`src/rtl/segment_transition_ctrl.sv`:
```
// Playback-segment controller: owns the active segment's sample index and loop
// counter, and switches segments under SYNC_IDX, SYS_TIME, GPIO and EXT modes.
module segment_transition_ctrl #(
   parameter int NUM_SEGMENT = 2,
   parameter int IDX_WIDTH   = 16,
   parameter int REP_WIDTH   = 16,
   parameter int NUM_GPIO    = 4,
   parameter int SEG_W       = $clog2(NUM_SEGMENT)
) (
   input  logic                             CLK,
   input  logic                             RESET_N,
   input  logic                             UPDATE,
   input  logic [SEG_W-1:0]                 REQ_SEGMENT,
   input  logic [7:0]                       TRANSITION_MODE,
   input  logic [63:0]                      TRANSITION_VALUE,
   input  logic [NUM_SEGMENT*IDX_WIDTH-1:0] CYCLE,
   input  logic [NUM_SEGMENT*REP_WIDTH-1:0] REP,
   input  logic                             STEP,
   input  logic [63:0]                      SYS_TIME,
   input  logic [NUM_GPIO-1:0]              GPIO_IN,
   output logic [SEG_W-1:0]                 SEGMENT,
   output logic [IDX_WIDTH-1:0]             IDX,
   output logic                             PENDING,
   output logic                             STOP,
   output logic                             SWITCHED
);

   localparam int GPIO_W = (NUM_GPIO > 1) ? $clog2(NUM_GPIO) : 1;
   localparam logic [7:0] M_SYNC = 8'h00;
   localparam logic [7:0] M_TIME = 8'h01;
   localparam logic [7:0] M_GPIO = 8'h02;
   localparam logic [7:0] M_EXT  = 8'hF0;

   typedef enum logic [1:0] {S_RUN, S_WAIT, S_HOLD} state_t;

   state_t                 state_q;
   logic [SEG_W-1:0]       seg_q;
   logic [IDX_WIDTH-1:0]   idx_q;
   logic [REP_WIDTH-1:0]   loop_q;
   logic                   pending_q;
   logic                   stop_q;
   logic                   switched_q;
   logic                   auto_q;
   logic [NUM_GPIO-1:0]    gpio_prev_q;
   logic [SEG_W-1:0]       req_seg_q;
   logic [7:0]             mode_q;
   logic [63:0]            value_q;

   logic [IDX_WIDTH-1:0]   cyc_d;
   logic [REP_WIDTH-1:0]   rep_d;
   logic [SEG_W-1:0]       seg_next_d;
   logic [GPIO_W-1:0]      gsel_d;
   logic                   at_end_d;
   logic                   exhaust_d;
   logic                   mode_ok_d;
   logic                   upd_ok_d;
   logic                   cond_d;
   logic                   req_fire_d;
   logic                   auto_fire_d;

   always_comb begin
      cyc_d      = CYCLE[seg_q*IDX_WIDTH +: IDX_WIDTH];
      rep_d      = REP[seg_q*REP_WIDTH +: REP_WIDTH];
      seg_next_d = (seg_q == SEG_W'(NUM_SEGMENT-1)) ? '0 : seg_q + 1'b1;
      gsel_d     = value_q[GPIO_W-1:0];
      at_end_d   = (idx_q >= cyc_d);
      exhaust_d  = (loop_q == rep_d) && (rep_d != {REP_WIDTH{1'b1}});
      mode_ok_d  = (TRANSITION_MODE == M_SYNC) || (TRANSITION_MODE == M_TIME) ||
                   (TRANSITION_MODE == M_GPIO) || (TRANSITION_MODE == M_EXT);
      upd_ok_d   = UPDATE && mode_ok_d &&
                   ({1'b0, REQ_SEGMENT} < (SEG_W+1)'(NUM_SEGMENT));
      cond_d     = 1'b0;
      case (mode_q)
         M_SYNC, M_EXT: cond_d = STEP && ((state_q == S_HOLD) || at_end_d);
         M_TIME:        cond_d = (SYS_TIME >= value_q);
         M_GPIO:        cond_d = GPIO_IN[gsel_d] && !gpio_prev_q[gsel_d];
         default:       cond_d = 1'b0;
      endcase
      // A fresh UPDATE replaces the pending request, so the old one cannot fire.
      req_fire_d  = pending_q && cond_d && !upd_ok_d;
      auto_fire_d = auto_q && STEP && (state_q != S_HOLD) && at_end_d &&
                    exhaust_d && !req_fire_d;
   end

   always_ff @(posedge CLK or negedge RESET_N) begin
      if (!RESET_N) begin
         state_q     <= S_RUN;
         seg_q       <= '0;
         idx_q       <= '0;
         loop_q      <= '0;
         pending_q   <= 1'b0;
         stop_q      <= 1'b0;
         switched_q  <= 1'b0;
         auto_q      <= 1'b0;
         gpio_prev_q <= '0;
         req_seg_q   <= '0;
         mode_q      <= '0;
         value_q     <= '0;
      end else begin
         switched_q  <= 1'b0;
         gpio_prev_q <= GPIO_IN;
         if (req_fire_d || auto_fire_d) begin
            seg_q      <= req_fire_d ? req_seg_q : seg_next_d;
            idx_q      <= '0;
            loop_q     <= '0;
            stop_q     <= 1'b0;
            pending_q  <= 1'b0;
            switched_q <= 1'b1;
            state_q    <= S_RUN;
            if (req_fire_d) auto_q <= (mode_q == M_EXT);
         end else begin
            if (upd_ok_d) begin
               req_seg_q <= REQ_SEGMENT;
               mode_q    <= TRANSITION_MODE;
               value_q   <= TRANSITION_VALUE;
               pending_q <= 1'b1;
               if (state_q != S_HOLD) state_q <= S_WAIT;
            end
            // HOLD keeps any pending request; the index stays parked at the last sample.
            if ((state_q != S_HOLD) && STEP) begin
               if (at_end_d) begin
                  if (exhaust_d) begin
                     state_q <= S_HOLD;
                     stop_q  <= 1'b1;
                  end else begin
                     idx_q  <= '0;
                     loop_q <= loop_q + 1'b1;
                  end
               end else begin
                  idx_q <= idx_q + 1'b1;
               end
            end
         end
      end
   end

   assign SEGMENT  = seg_q;
   assign IDX      = idx_q;
   assign PENDING  = pending_q;
   assign STOP     = stop_q;
   assign SWITCHED = switched_q;

endmodule

```
`config.mk`:
```
export PLATFORM = sky130hd
export DESIGN_NAME = segment_transition_ctrl
export DESIGN_NICKNAME = d
export VERILOG_FILES = /design/src/rtl/segment_transition_ctrl.sv
export SDC_FILE = /design/constraint.sdc
export NUM_CORES = 1
export LEC_CHECK = 0
export CAP_MARGIN = 20
export CORE_ASPECT_RATIO = 1.2
export CORE_MARGIN = 5
export CORE_UTILIZATION = 45
export CTS_BUF_LIST = sky130_fd_sc_hd__clkbuf_4 sky130_fd_sc_hd__clkbuf_8
export DETAILED_ROUTE_END_ITERATION = 10
export MAX_ROUTING_LAYER = met4
export PLACE_DENSITY = 0.8
export SYNTH_ARGS = -nofsm -noshare
export SYNTH_HDL_FRONTEND = slang
export SYNTH_SLANG_ARGS = --single-unit
```
`constraint.sdc`:
```
create_clock -name CLK -period 3.15 [get_ports CLK]
set_input_delay 0.7875 -clock CLK [delete_from_list [all_inputs] [get_ports CLK]]
set_output_delay 0.7875 -clock CLK [all_outputs]
set_load 0.1 [all_outputs]
```
==> flow_summary.toml <==
[run_status]
status = "completed"

[grt]
gr-total-overflow = 0
grt_usage_pct = 20.8
grt_pass1_vias = 7104
grt_max_degree = 59
grt_pass1_wl_um = 32700
antenna_found_initial = 1

[synth]
seq_area_frac_synth_pct = 38.0
yosys.area_share.simple_pct = 17.9
ys.flop_type = "dfrtp_1"
synth_top_family_by_area = "simple AND/OR/NAND/NOR gates"
synth_cell_types = 53
synthArstFlopShare_pct = 100
synth_fa_ha_area_share_pct = 13.4
synth.avg_cell_area_um2 = 9.10
synth-xor-area-share_pct = 3.44
synth_edf_count = 0
syn_area_um2 = 7640
netlist_instances = 840
synth-seq-cells = 116
synthMuxAreaShare_pct = 5.79
synth-compound-area-share_pct = 13.9
synth_warnings = 0
synthesis.nets = 1131

[drt]
vias_per_cell = 5.21
vias = 6988
remaining_drc_errors = 0
first_pass_iters = 7
drt_iter0_markers = 381
antenna_left = 0
wl_per_cell_um = 15.7
routed_wirelength_um = 21000

[final_layout]
layout_commonest_cell = "clkdlybuf4s50_1"
syn_to_final_growth_pct = 44.0
layout-drive-gt1-share_pct = 13.8
fin_nets = 1405
final_cell_mix = "202 x clkdlybuf4s50_1, 115 x dfrtp_1, 101 x nand2_1"

[clocking]
clock_latency_ps = 430
root_buffer = "clkbuf_8"
clock_sinks = 116
tritoncts = "yes"
numCtsBuffers = 17
clk_pin_slew_ps = 80
cts_buffer_depth = 2
htreeDepth = 4

[floorplanning]
initial_core_util_pct = 45.5
core_area_um2 = 16800
die-height_um = 153
dieArea_um2 = 19700
rows = 52
die_w_um = 129
ios = 229

[worst_hold_path]
hold_class = "input port to async pin"

[worst_setup_path]
cp_max_fo = 7
r2r-start = "SEGMENT"
required_ps = 3460
crit_chain = "clkdlybuf4s50_1 > mux2_2 > ha_4 > nor2_1 > a21oi_1 > o41ai_2 > a21oi_2 > or2_4 > a41oi_4 > clkbuf_16 > mux2_4"
crit_arrival_ps = 3370
slowest_delay_ps = 400
crit_family = "compound AO/OA/AOI/OAI gates"
cp-start-kind = "input port"
end_kind = "flop"
r2r_slack_ps = 120
critPathKind = "input port to flop"
timing.rr.end = "req_seg_q"
path_buf_inv = 2
reg2reg_depth = 10
crit_path_top_delay_cell = "clkdlybuf4s50_1"

[pwr]
p_leak_nw = 5.00
vdd.ir_drop.worst_v = 0.000243
p_per_area_nw_per_um2 = 485

[sta]
rsz0062_at_grt = "yes"
slew_viol_final = 0
min_period_over_period_pct = 97.2
fin_tns_setup_ps = 0
period_needed_ps = 3060
setup_viol = 0
finalHoldViolCount = 0
relSlewSlack_pct = 62.7
setup_slack_ps = 88.2
tightestPinTransition_ps = 559
fin_skew_ps = 13.9
max_freq_mhz = 327

[place]
place_hpwl_um = 16000
gp_congestion = 0.829
place_ws_ps = -449
io_buffers = 228

[job]
maxCapViolations = 0
-- cells in the mapped netlist (all sizes together) (2+ instances only) --
cell    number  area [um2]
dfrtp      116        2900
nand2      106         398
o21ai       99         567
ha          82        1030
inv         78         293
a21oi       51         255
nor2        48         180
mux2i       36         360
buf         28         277
nand3       28         145
nand4       24         150
xnor2       22         193
nor3        14        70.1
and3        13        81.3
nor4        12        75.1
nor2b        8        50.1
xor2         8        70.1
and4         7        61.3
mux2         6        82.6
and2         5        31.3
nand2b       5        31.3
or4          5        37.5
a22oi        4        30.0
clkbuf       4        15.0
a21o         3        23.8
or3          3        18.8
a211oi       2        15.0
a221oi       2        17.5
a31oi        2        12.5
a32oi        2        17.5
nor3b        2        15.0
o211ai       2        15.0
or2          2        12.5
-- registers in the layout, summed over array words and instances, names as in the netlist --
register     cells
IDX             16
PENDING          1
SEGMENT          1
STOP             1
SWITCHED         1
auto_q           1
gpio_prev_q      4
loop_q          16
mode_q           8
req_seg_q        1
state_q          2
value_q         64
-- layer usage --
| metal | GRT usage, % | vias to the layer above | wire length [um] |
|---|---|---|---|
| met5 | - | - | 0 |
| met4 | 5.95 | 0 | 359 |
| met3 | 5.72 | 29 | 1720 |
| met2 | 34.9 | 231 | 10300 |
| met1 | 24.3 | 3231 | 8640 |
| li1 | - | 3497 | - |
-- through the flow --
stage,cell area [um2],util (%),cells,power (mW),hold slack (ps)
after global placement,10300,61.3,1295,3.71,499
final,11000,65.6,1342,5.34,343
after detailed placement,10300,61.3,1295,3.77,509
after CTS,10700,64.0,1325,5.34,329
after floorplan,7720,-,840,3.08,482
after global routing,11000,65.6,1342,5.66,371
-- cells by family after synthesis --
group | count (synthesis)
XOR/XNOR | 30
multiplexers | 42
buffers and inverters | 110
AO/OA/AOI/OAI | 177
adder cells (fa/ha/maj) | 82
AND/OR/NAND/NOR | 283
flip-flops | 116
-- cell type report --
| cell class | instances | area, um2 |
|---|---|---|
| clock buffer | 22 | 297 |
| multi-input combinational | 614 | 4230 |
| tap | 216 | 270 |
| inverter | 78 | 293 |
| clock inverter | 8 | 149 |
| antenna | 1 | 2.50 |
| timing repair buffer | 287 | 2870 |
| fill | 1353 | 5780 |
| sequential | 116 | 2910 |
-- report_power, final --
group / switching, mW / total (mW) / leakage (nW) / internal (mW)
registers: 0.162 / 1.90 / 1.32 / 1.74
clock network: 0.610 / 1.56 / 0.220 / 0.948
logic: 1.06 / 1.88 / 3.47 / 0.816
total: 1.83 / 5.34 / 5.00 / 3.50
-- repair_timing --
item / CTS / global route
setup buffers: 0 / 12
setup endpoints to repair: 0 / 106
hold buffers: 0 / 0
gates resized for setup: 0 / 20
-- worst max path at each step --
| stage | from | to | slack (ps) | depth (start not counted) |
|---|---|---|---|---|
| global placement | SYS_TIME[0] | SEGMENT | -430 | 11 |
| CTS | SYS_TIME[0] | SEGMENT | 10 | 11 |
| floorplan | SEGMENT | mode_q[0] | -220 | 14 |
| detailed placement | SYS_TIME[0] | SEGMENT | -450 | 11 |
| finish | CYCLE[16] | req_seg_q | 90 | 11 |
| global route | CYCLE[16] | mode_q[4] | -20 | 13 |
Power figures use the tool's default switching activity.
